==> src/rtl/cpu_types_pkg.sv <==
// Shared CPU memory-system types: RAM status, arbiter states and the arbiter error word.
package cpu_types_pkg;

   typedef enum logic [1:0] {
      FREE   = 2'd0,
      BUSY   = 2'd1,
      ACCESS = 2'd2,
      ERROR  = 2'd3
   } ramstate_t;

   typedef enum logic [1:0] {
      ARB_IDLE = 2'd0,
      ARB_IGNT = 2'd1,
      ARB_DGNT = 2'd2
   } arb_state_t;

   localparam logic [31:0] ERR_WORD_DEFAULT = 32'hBAD1BAD1;

endpackage

==> src/rtl/mem_arb_streak.sv <==
// Data-grant streak counter; asks for an instruction grant once data has won
// STREAK_MAX arbitrations in a row while an instruction request was waiting.
module mem_arb_streak #(
   parameter int unsigned STREAK_MAX = 4
) (
   input  logic clk,
   input  logic rst,
   input  logic arb_idle,
   input  logic dgnt_enter,
   input  logic ignt_enter,
   input  logic ipend,
   output logic force_i
);

   localparam int unsigned CW = $clog2(STREAK_MAX + 1);

   logic [CW-1:0] r_count;

   // dgnt_enter only happens from IDLE, so a data entry with no pending
   // instruction request is itself an "IDLE arbitration with iREN low".
   always_ff @(posedge clk) begin
      if (rst) begin
         r_count <= '0;
      end else if (ignt_enter || (arb_idle && !ipend)) begin
         r_count <= '0;
      end else if (dgnt_enter && (r_count != CW'(STREAK_MAX))) begin
         r_count <= r_count + 1'b1;
      end
   end

   assign force_i = (r_count == CW'(STREAK_MAX));

endmodule

==> src/rtl/mem_arbiter.sv <==
// Shared RAM port arbiter between icache and dcache. Optional instruction
// fairness is compiled in with MEM_ARB_FAIRNESS_EN.
//
// state    | meaning
// ARB_IDLE | no grant; arbitrate on this edge (data first unless forced)
// ARB_IGNT | instruction cache owns the RAM port
// ARB_DGNT | data cache owns the RAM port
module mem_arbiter
   import cpu_types_pkg::*;
#(
   parameter int unsigned DATA_STREAK_MAX = 4,
   parameter logic [31:0] ERR_WORD        = ERR_WORD_DEFAULT
) (
   input  logic        CLK,
   input  logic        RST,
   input  logic        iREN,
   input  logic [31:0] iaddr,
   output logic        iwait,
   output logic [31:0] iload,
   input  logic        dREN,
   input  logic        dWEN,
   input  logic [31:0] daddr,
   input  logic [31:0] dstore,
   output logic        dwait,
   output logic [31:0] dload,
   output logic        ramREN,
   output logic        ramWEN,
   output logic [31:0] ramaddr,
   output logic [31:0] ramstore,
   input  logic [31:0] ramload,
   input  ramstate_t   ramstate,
   output logic        arb_err
);

   arb_state_t  r_state;
   arb_state_t  w_state_nxt;
   logic        r_arb_err;
   logic        w_dreq;
   logic        w_ram_done;
   logic [31:0] w_load_val;
   logic        w_icomp;
   logic        w_dcomp;
   logic        w_force_i;
   logic        w_arb_idle;
   logic        w_dgnt_enter;
   logic        w_ignt_enter;

   assign w_dreq     = dREN | dWEN;
   assign w_ram_done = (ramstate == ACCESS) || (ramstate == ERROR);
   assign w_load_val = (ramstate == ERROR) ? ERR_WORD : ramload;

   always_ff @(posedge CLK) begin
      if (RST) begin
         r_state   <= ARB_IDLE;
         r_arb_err <= 1'b0;
      end else begin
         r_state <= w_state_nxt;
         if ((w_icomp || w_dcomp) && (ramstate == ERROR)) begin
            r_arb_err <= 1'b1;
         end
      end
   end

   // A granted requester that drops its request loses the port immediately.
   always_comb begin
      w_state_nxt = r_state;
      w_icomp     = 1'b0;
      w_dcomp     = 1'b0;
      iload       = '0;
      dload       = '0;
      ramREN      = 1'b0;
      ramWEN      = 1'b0;
      ramaddr     = '0;
      ramstore    = '0;
      case (r_state)
         ARB_IDLE: begin
            if (w_force_i && iREN) begin
               w_state_nxt = ARB_IGNT;
            end else if (w_dreq) begin
               w_state_nxt = ARB_DGNT;
            end else if (iREN) begin
               w_state_nxt = ARB_IGNT;
            end
         end
         ARB_IGNT: begin
            if (!iREN) begin
               w_state_nxt = ARB_IDLE;
            end else begin
               ramREN  = 1'b1;
               ramaddr = iaddr;
               if (w_ram_done) begin
                  w_icomp     = 1'b1;
                  iload       = w_load_val;
                  w_state_nxt = ARB_IDLE;
               end
            end
         end
         ARB_DGNT: begin
            if (!w_dreq) begin
               w_state_nxt = ARB_IDLE;
            end else begin
               ramaddr = daddr;
               if (dWEN) begin
                  ramWEN   = 1'b1;
                  ramstore = dstore;
               end else begin
                  ramREN = 1'b1;
               end
               if (w_ram_done) begin
                  w_dcomp     = 1'b1;
                  dload       = w_load_val;
                  w_state_nxt = ARB_IDLE;
               end
            end
         end
         default: w_state_nxt = ARB_IDLE;
      endcase
   end

   assign iwait   = iREN & ~w_icomp;
   assign dwait   = w_dreq & ~w_dcomp;
   assign arb_err = r_arb_err;

   assign w_arb_idle   = (r_state == ARB_IDLE);
   assign w_dgnt_enter = w_arb_idle && (w_state_nxt == ARB_DGNT);
   assign w_ignt_enter = w_arb_idle && (w_state_nxt == ARB_IGNT);

`ifdef MEM_ARB_FAIRNESS_EN
   mem_arb_streak #(
      .STREAK_MAX (DATA_STREAK_MAX)
   ) u_streak (
      .clk        (CLK),
      .rst        (RST),
      .arb_idle   (w_arb_idle),
      .dgnt_enter (w_dgnt_enter),
      .ignt_enter (w_ignt_enter),
      .ipend      (iREN),
      .force_i    (w_force_i)
   );
`else
   logic w_unused_streak;
   assign w_unused_streak = ^{DATA_STREAK_MAX, w_dgnt_enter, w_ignt_enter};
   assign w_force_i       = 1'b0;
`endif

endmodule

==> config.mk <==
export PLATFORM = sky130hd
export DESIGN_NAME = mem_arbiter
export DESIGN_NICKNAME = d
export VERILOG_FILES = /design/src/rtl/cpu_types_pkg.sv /design/src/rtl/mem_arb_streak.sv /design/src/rtl/mem_arbiter.sv
export SDC_FILE = /design/constraint.sdc
export NUM_CORES = 1
export LEC_CHECK = 0
export CAP_MARGIN = 20
export CORE_AREA = 2 2 103 105
export CTS_CLUSTER_SIZE = 40
export DETAILED_ROUTE_END_ITERATION = 7
export DIE_AREA = 0 0 105 107
export GPL_TIMING_DRIVEN = 0
export MAX_ROUTING_LAYER = met4
export SLEW_MARGIN = 20
export SYNTH_ARGS = -nofsm -noshare
export SYNTH_HDL_FRONTEND = slang
export SYNTH_SLANG_ARGS = --single-unit
==> constraint.sdc <==
create_clock -name CLK -period 1.9 [get_ports CLK]
set_input_delay 0.285 -clock CLK [delete_from_list [all_inputs] [get_ports CLK]]
set_output_delay 0.285 -clock CLK [all_outputs]
set_load 0.1 [all_outputs]
# Yosys cells after proc, flatten, opt, wreduce, memory -nomap -nowiden
# Cells that the tools add are included.
[totals]
ff_bits = 3
latchBits = 0
ram_bits = 0
mem_bits_ro = 0
output_inout_bits = 133
word_cells = 46
n_memories = 0
[classes]
add_sub_neg = 0
multipliers = 0
div_mod_pow = 0
magnitude_cmp = 0
eq_ne = 5
shifts = 0
n_mux = 30
n_bitwise = 5
reduce_logical = 4
[op_table]
columns = ["cell", "count"]
rows = [
  ["$mux W32", 11],
  ["$pmux W32 S2", 1],
  ["$mux W1", 11],
  ["$mux W2", 5],
  ["$eq A2 B2 Y1 const B", 3],
  ["$pmux W2 S3", 1],
  ["$ne A3 B3 Y1 const B", 1],
  ["$and A1 B1 Y1", 2],
  ["$eq A2 B1 Y1 const B", 1],
  ["$logic_not A2 Y1", 1],
  ["$logic_or A1 B1 Y1", 2],
  ["$not A1 Y1", 2],
  ["$pmux W1 S2", 1],
  ["$logic_and A1 B1 Y1", 1],
  ["$or A1 B1 Y1", 1],
]

# Logic depth before layout (Yosys ltp)
# Gate-level depths: netlist of run 1.
[depth]
depth_word = 7
ltp_mapped = 7
depth_no_buf = 5

# Least setup slack after synthesis of run 1
# No wires, ideal clock.
[synth_timing]
path_kind = "register to output"
startpoint = "reg r_state[0]"
endpoint = "out ramaddr[0]"
t_arrival_ns = 2.476
t_required_ns = 1.615
setup_slack_ns = -0.861
stages_incl_launch_ff = 8
path_buffers = 2
cell_sequence = "dfxtp_1 inv_1 ha_1 o21a_1 buf_6 buf_6 a22oi_1 nor2b_1"
[synth_between]
elab_chain_len = 2
elab_cells_between_ends = 3
cone_classes = "eq/ne (2); mux (1)"
[synth_rtl]
columns = ["element", "line", "rtl"]
rows = [
  ["from (decl)", "mem_arbiter.sv:35", "arb_state_t r_state;"],
  ["from (signal assigned)", "mem_arbiter.sv:57", "r_state <= w_state_nxt;"],
  ["$eq A2 B2 Y1 / $eq A2 B1 Y1 (equally long branches)", "mem_arbiter.sv:75", "case (r_state)"],
  ["$pmux W32 S2 (*)", "mem_arbiter.sv:75", ""],
  ["to (decl)", "mem_arbiter.sv:28", "output logic [31:0] ramaddr,"],
]
# Every way passes the cells marked *; elsewhere a longest branch is shown, timed or not.

# Final worst setup path of run 1
[layout_timing]
startpoint = "reg r_state[0]"
endpoint = "out dload[3]"
[layout_between]
elab_chain_len = 2
[layout_rtl]
columns = ["element", "line", "rtl"]
rows = [
  ["$eq A2 B2 Y1", "mem_arbiter.sv:75", ""],
  ["$mux W32", "mem_arbiter.sv:75", ""],
  ["to (decl)", "mem_arbiter.sv:25", "output logic [31:0] dload,"],
]
# Every way passes these cells.

==> results.py, run 1 <==
metrics = {
    "critical_path": {
        "rrSetupSlack_ns": 0.40,
        "crit_slowest_cell": "dfxtp_4",
        "timing.rr.end": "r_state[1]",
        "start_kind": "flip-flop",
        "path_max_fanout": 8,
        "r2r_cells": 7,
        "cp.arrival_ns": 1.79,
        "worstSetupPathType": "flip-flop to primary output",
        "worstReg2RegStart": "r_state[1]",
        "slowest_delay_ns": 0.36,
        "crit_buf_inv": 4,
        "cp_cell_sequence": "inv_4 -> ha_4 -> o21a_1 -> buf_6 -> nand2_8 -> buf_12 -> nor2_4 -> buf_12",
        "required_ns": 1.62,
        "cp_common_cell": "buf_12",
        "worst_path_dominant_cell_family": "buffers and inverters",
        "cp-end-kind": "primary output",
    },
    "drt": {
        "firstDrtPassIters": 4,
        "via_count": 3064,
        "drt-total-wl_um": 12700,
        "wl_per_cell_um": 18.8,
        "postRouteAntennaNets": 0,
        "drt-initial-drc-count": 107,
        "via_per_inst": 4.55,
        "drc": 0,
    },
    "floorplanning": {
        "rows": 37,
        "dieHeight_um": 107,
        "start_util_pct": 14.4,
        "die_w_um": 105,
        "core_area_mm2": 0.0101,
        "die_area_mm2": 0.0112,
        "ios": 268,
    },
    "clocking": {
        "cts_tree": "done",
        "cts_root_buffer": "clkbuf_8",
        "clkTransAtPathRegs_ns": 0.03,
        "cts-htree-levels": 1,
        "clk_latency_ns": 0.22,
        "clock-sinks": 3,
        "cts_buffers": 3,
        "clockBufferDepth": 2,
    },
    "synth": {
        "synth_top_area_cell": "nor2_1",
        "synth-edff-count": 0,
        "synthArstFlopShare_pct": 0,
        "yosys-top-cells-count": "84 x nor2_1, 33 x a22oi_1, 32 x and3_1, 32 x nor2b_1, 16 x nand2_1",
        "avgSynthCellArea_um2": 5.69,
        "synth_top_cell_area_share_pct": 21.7,
        "ys_types": 23,
        "syn_nets": 394,
        "syn-instance-count": 255,
        "ys_seq_area_share_pct": 4.14,
        "synth-seq-cells": 3,
        "ys.flop_type": "dfxtp_1",
        "netlist_area_mm2": 0.00145,
        "synth_warnings": 0,
        "yosysMostFrequentCell": "nor2_1",
        "synthTopCellsByArea": "nor2_1 22%, a22oi_1 17%, and3_1 14%",
    },
    "sta": {
        "rsz0062_at_grt": "yes",
        "finalHoldViolations": 0,
        "slew_headroom_pct": 33.9,
        "slew_viol_final": 0,
        "setup_ws_ns": -0.178,
        "layout_min_cycle_time_ns": 2.08,
        "fmax_mhz": 481,
        "fin_worst_skew_ns": 0.00173,
        "setup_violations": 103,
        "tightest_slew_ns": 0.990,
        "finalCritPeriodShare_pct": 109,
    },
    "global_route": {
        "grt_pass1_vias": 3131,
        "overflow": 0,
        "antenna_found_initial": 0,
        "grt_max_degree": 11,
        "grt_pass1_wl_um": 17100,
        "grt_use_total_pct": 19.5,
    },
    "layout": {
        "final_util_pct": 64.6,
        "nets": 677,
        "n_antenna_cell": 0,
        "drive_gt1_share_pct": 64.6,
        "final_area_mm2": 0.00652,
        "area_delta_synth_final_pct": 349,
    },
    "min_path": {
        "holdCritStartpoint": "iREN",
        "hold_path_end": "r_state[0]",
        "whs_path_depth": 3,
        "hp-class": "input pin to flip-flop",
    },
    "place": {
        "globalplace.congestion": 0.810,
        "port_buffers": 265,
        "place_area_mm2": 0.00473,
        "hpwl_um": 8190,
    },
    "power_and_ir_drop": {
        "p_per_area_mw_per_mm2": 335,
        "irDropWorstVdd_mv": 0.167,
        "p_leak_nw": 2.51,
    },
    "status": {
        "run_status": "finished with violations",
        "violations": "negative setup slack",
    },
    "flow_run": {
        "maxCapViolations": 0,
    },
}
[state kept, by name, summed over array words and instances, names as in the netlist]
register,count
arb_err,1
r_state,2
[what timing repair did]
action,4_1_cts,5_1_grt
setup buffers,0,4
hold buffers,0,0
pin swaps,4,29
gates resized for setup,1141,98
endpoints found under the setup margin,133,120
gates cloned,3,6
[cells in the final DEF, fill, tap and decap left out, types with 2 or more instances in the layout]
cell             instances
clkdlybuf4s50_1        130
buf_12                 101
nor2_4                  61
nor2b_4                 31
a22oi_2                 28
and3_2                  28
clkbuf_4                27
buf_4                   15
nand2_1                 14
nor2_2                  13
nor2_1                  10
buf_6                    9
a22oi_1                  5
clkbuf_1                 5
and3_1                   4
buf_2                    4
clkbuf_16                4
buf_8                    3
clkbuf_8                 3
dlymetal6s2s_1           3
inv_4                    2
and2_4                   2
nand2_8                  2
inv_1                    2
a21oi_2                  2
a32oi_1                  2
nor4b_1                  2
o31ai_1                  2
ha_1                     2
ha_4                     2
buf_16                   2
dfxtp_4                  2
[power breakdown]
part,leakage (nW),internal (mW),switching (mW)
registers,0.0259,0.0674,0.00769
logic,2.46,0.786,1.14
clock network,0.0228,0.143,0.0442
total,2.51,0.997,1.19
[worst reg2reg max path, delay by kind of cell (launching register included)]
| kind | cells | cell delay (ns) |
|---|---|---|
| flops | 1 | 0.38 |
| buf+inv | 3 | 0.35 |
| compound gates | 2 | 0.34 |
| fa+ha+maj | 1 | 0.15 |
| simple gates | 1 | 0.15 |
[per-stage QoR]
| stage | TNS (ns) | instances | hold slack [ns] | setup WS (ns) | power [mW] |
|---|---|---|---|---|---|
| after floorplan | -22.88 | 255 | 0.354 | -0.359 | 1.14 |
| after global placement | -129.48 | 656 | 0.443 | -1.19 | 1.65 |
| after detailed placement | -131.32 | 656 | 0.446 | -1.21 | 1.66 |
| after CTS | -14.49 | 663 | 0.449 | -0.192 | 2.08 |
| after global routing | -17.93 | 673 | 0.448 | -0.250 | 2.27 |
| final | -9.71 | 673 | 0.434 | -0.178 | 2.19 |
[area by class of cell]
class                      count  area (µm²)
buffer                        28         327
clock buffer                   4        45.0
fill                         815        3570
inverter                       4        20.0
multi-input combinational    220        2180
sequential                     3        67.6
tap                          136         170
timing repair buffer         278        3710
[how the worst max path moves through the flow]
stage,startpoint,endpoint,slack (ns),cells after the start
detailed placement,dREN,dload[21],-1.21,7
global route,r_state[0],dload[3],-0.25,8
floorplan,r_state[0],dload[10],-0.36,7
global placement,iREN,iload[14],-1.19,7
CTS,r_state[1],iload[26],-0.19,8
finish,r_state[0],dload[3],-0.18,8
[layer usage]
metal / share of wire (%) / GRT usage (%) / vias up
li1: - / - / 1435
met1: 34 / 19.6 / 1457
met2: 58 / 39.3 / 158
met3: 6.5 / 4.13 / 14
met4: 1.4 / 2.95 / 0
met5: 0 / - / -
[cell families after synthesis]
kind of cell,Yosys count,share of synthesized area [%]
flops,3,4.14
simple gates,173,57.9
fa+ha+maj,4,3.45
compound gates,43,21.7
buf+inv,32,12.8
(Power assumes the default switching activity.)
==> run 2, diff against run 1 <==
Settings changed: GPL_ROUTABILITY_DRIVEN set to 1.
==> results of run 2 <==
Same layout as run 1: the final DEF is identical, and so are final timing and power.
==> run 3, diff against run 2 <==
Settings changed: PLACE_DENSITY set to 0.58.
==> results.py, run 3 (same netlist as run 1, synthesis figures left out) <==
metrics = {
    "status": {
        "run_status": "finished with violations",
        "violations": "negative setup slack",
    },
    "global_route": {
        "use_met3_pct": 3.95,
        "grt_util_met2_pct": 39.9,
        "grt_pass1_vias": 3175,
        "overflow": 0,
        "grt_max_degree": 11,
        "antenna_found_initial": 0,
        "met1_usage_pct": 21.7,
        "grt_pass1_wl_um": 18000,
        "grt_busiest_layer": "met2",
        "grt_use_total_pct": 20.5,
    },
    "sta": {
        "tightest_slew_ns": 0.985,
        "fmax_mhz": 492,
        "slew_headroom_pct": 34.6,
        "rsz0062_at_grt": "yes",
        "finalSetupTns_ns": -7.77,
        "hold_slack_ns": 0.447,
        "layout_min_cycle_time_ns": 2.03,
        "finalHoldViolations": 0,
        "fin_worst_skew_ns": 0.000454,
        "setup_violations": 105,
        "setup_ws_ns": -0.134,
        "finalCritPeriodShare_pct": 107,
        "slew_viol_final": 0,
    },
    "floorplanning": {
        "start_util_pct": 14.4,
        "rows": 37,
        "dieHeight_um": 107,
        "die_area_mm2": 0.0112,
        "core_area_mm2": 0.0101,
        "die_w_um": 105,
        "ios": 268,
    },
    "place": {
        "hpwl_um": 8360,
        "port_buffers": 265,
        "place_area_mm2": 0.00473,
        "pre_cts_ws_ns": -1.19,
        "globalplace.congestion": 0.858,
        "dp.cells": 656,
    },
    "clocking": {
        "clkTransAtPathRegs_ns": 0.03,
        "ctsHoldBuffers": 0,
        "clockBufferDepth": 2,
        "cts-htree-levels": 1,
        "clk_latency_ns": 0.21,
        "clock-sinks": 3,
        "cts_buffers": 3,
        "cts_root_buffer": "clkbuf_8",
        "cts_tree": "done",
    },
    "layout": {
        "mostFrequentLayoutCell": "clkdlybuf4s50_1",
        "largest_reg_flops": 2,
        "drive_gt1_share_pct": 66.8,
        "final_util_pct": 68.3,
        "nets": 689,
        "top_register": "r_state",
        "nFillCells": 755,
        "finalNonFillerCells": 685,
        "n_antenna_cell": 0,
        "mostFrequentLayoutCells": "130 x clkdlybuf4s50_1, 109 x buf_12, 62 x nor2_4",
        "area_delta_synth_final_pct": 375,
        "final_area_mm2": 0.00690,
    },
    "min_path": {
        "whs_path_depth": 2,
        "hp-class": "flip-flop to flip-flop",
    },
    "drt": {
        "drt-initial-drc-count": 101,
        "postRouteAntennaNets": 0,
        "drc": 0,
        "drt-total-wl_um": 13000,
        "firstDrtPassIters": 4,
        "via_count": 3058,
        "wl_per_cell_um": 18.9,
        "via_per_inst": 4.46,
    },
    "power_and_ir_drop": {
        "p_per_area_mw_per_mm2": 333,
        "finalPower_mw": 2.30,
        "irDropWorstVdd_mv": 0.256,
        "p_leak_nw": 2.64,
    },
    "critical_path": {
        "cp_common_cell": "buf_12",
        "path_max_fanout": 5,
        "required_ns": 1.62,
        "cp.arrival_ns": 1.75,
        "start_kind": "flip-flop",
        "cp_cell_sequence": "inv_4 -> ha_4 -> and2_4 -> buf_6 -> nand2_8 -> buf_12 -> buf_16 -> nor2_4 -> buf_12",
        "r2r_cells": 7,
        "worstSetupPathType": "flip-flop to primary output",
        "cp-end-kind": "primary output",
        "slowest_delay_ns": 0.36,
        "crit_slowest_cell": "dfxtp_4",
    },
    "flow_run": {
        "maxCapViolations": 0,
    },
}
## run 3: repair_timing
| item | 4_1_cts | 5_1_grt |
|---|---|---|
| gates resized for setup | 1191 | 104 |
| endpoints found under the setup margin | 133 | 108 |
| cloned | 5 | 6 |
| buffers inserted | 3 | 11 |
| pin swaps | 12 | 56 |
## run 3: per-layer routing
| metal | part of all wire [%] | vias to the layer above | routed length [µm] |
|---|---|---|---|
| li1 | - | 1447 | - |
| met1 | 34 | 1450 | 4440 |
| met2 | 58 | 149 | 7510 |
| met3 | 6.5 | 12 | 839 |
| met4 | 1.3 | 0 | 165 |
| met5 | 0 | - | 0 |
## run 3: worst paths after layout
path                                  from          to  slack [ns]
worst max-delay path            r_state[1]   iload[23]       -0.13
worst min-delay path               arb_err     arb_err        0.45
worst max register to register  r_state[1]  r_state[1]        0.45
worst min register to register     arb_err     arb_err        0.45
## run 3: area by class of cell
| type | count | area [µm²] | share of cell area (%) |
|---|---|---|---|
| Multi-Input combinational cell | 220 | 2210 | 32.1 |
| Inverter | 4 | 20.0 | 0.290 |
| Clock buffer | 4 | 45.0 | 0.653 |
| Tap cell | 136 | 170 | 2.47 |
| Buffer | 28 | 364 | 5.28 |
| Timing Repair Buffer | 290 | 4020 | 58.3 |
| Sequential cell | 3 | 67.6 | 0.980 |
## run 3: critical path, delay by kind of cell, from the launching register on
| family | cells | cell delay [ns] |
|---|---|---|
| DFF | 1 | 0.36 |
| adders and majority gates | 1 | 0.13 |
| and+or+nand+nor | 3 | 0.36 |
| buffers and inverters | 5 | 0.67 |
## run 3: power by group
group / switching [mW] / total [mW] / internal, mW
Combinational: 1.16 / 2.04 / 0.872
Clock: 0.0419 / 0.185 / 0.143
Sequential: 0.00769 / 0.0751 / 0.0674
Total: 1.21 / 2.30 / 1.08
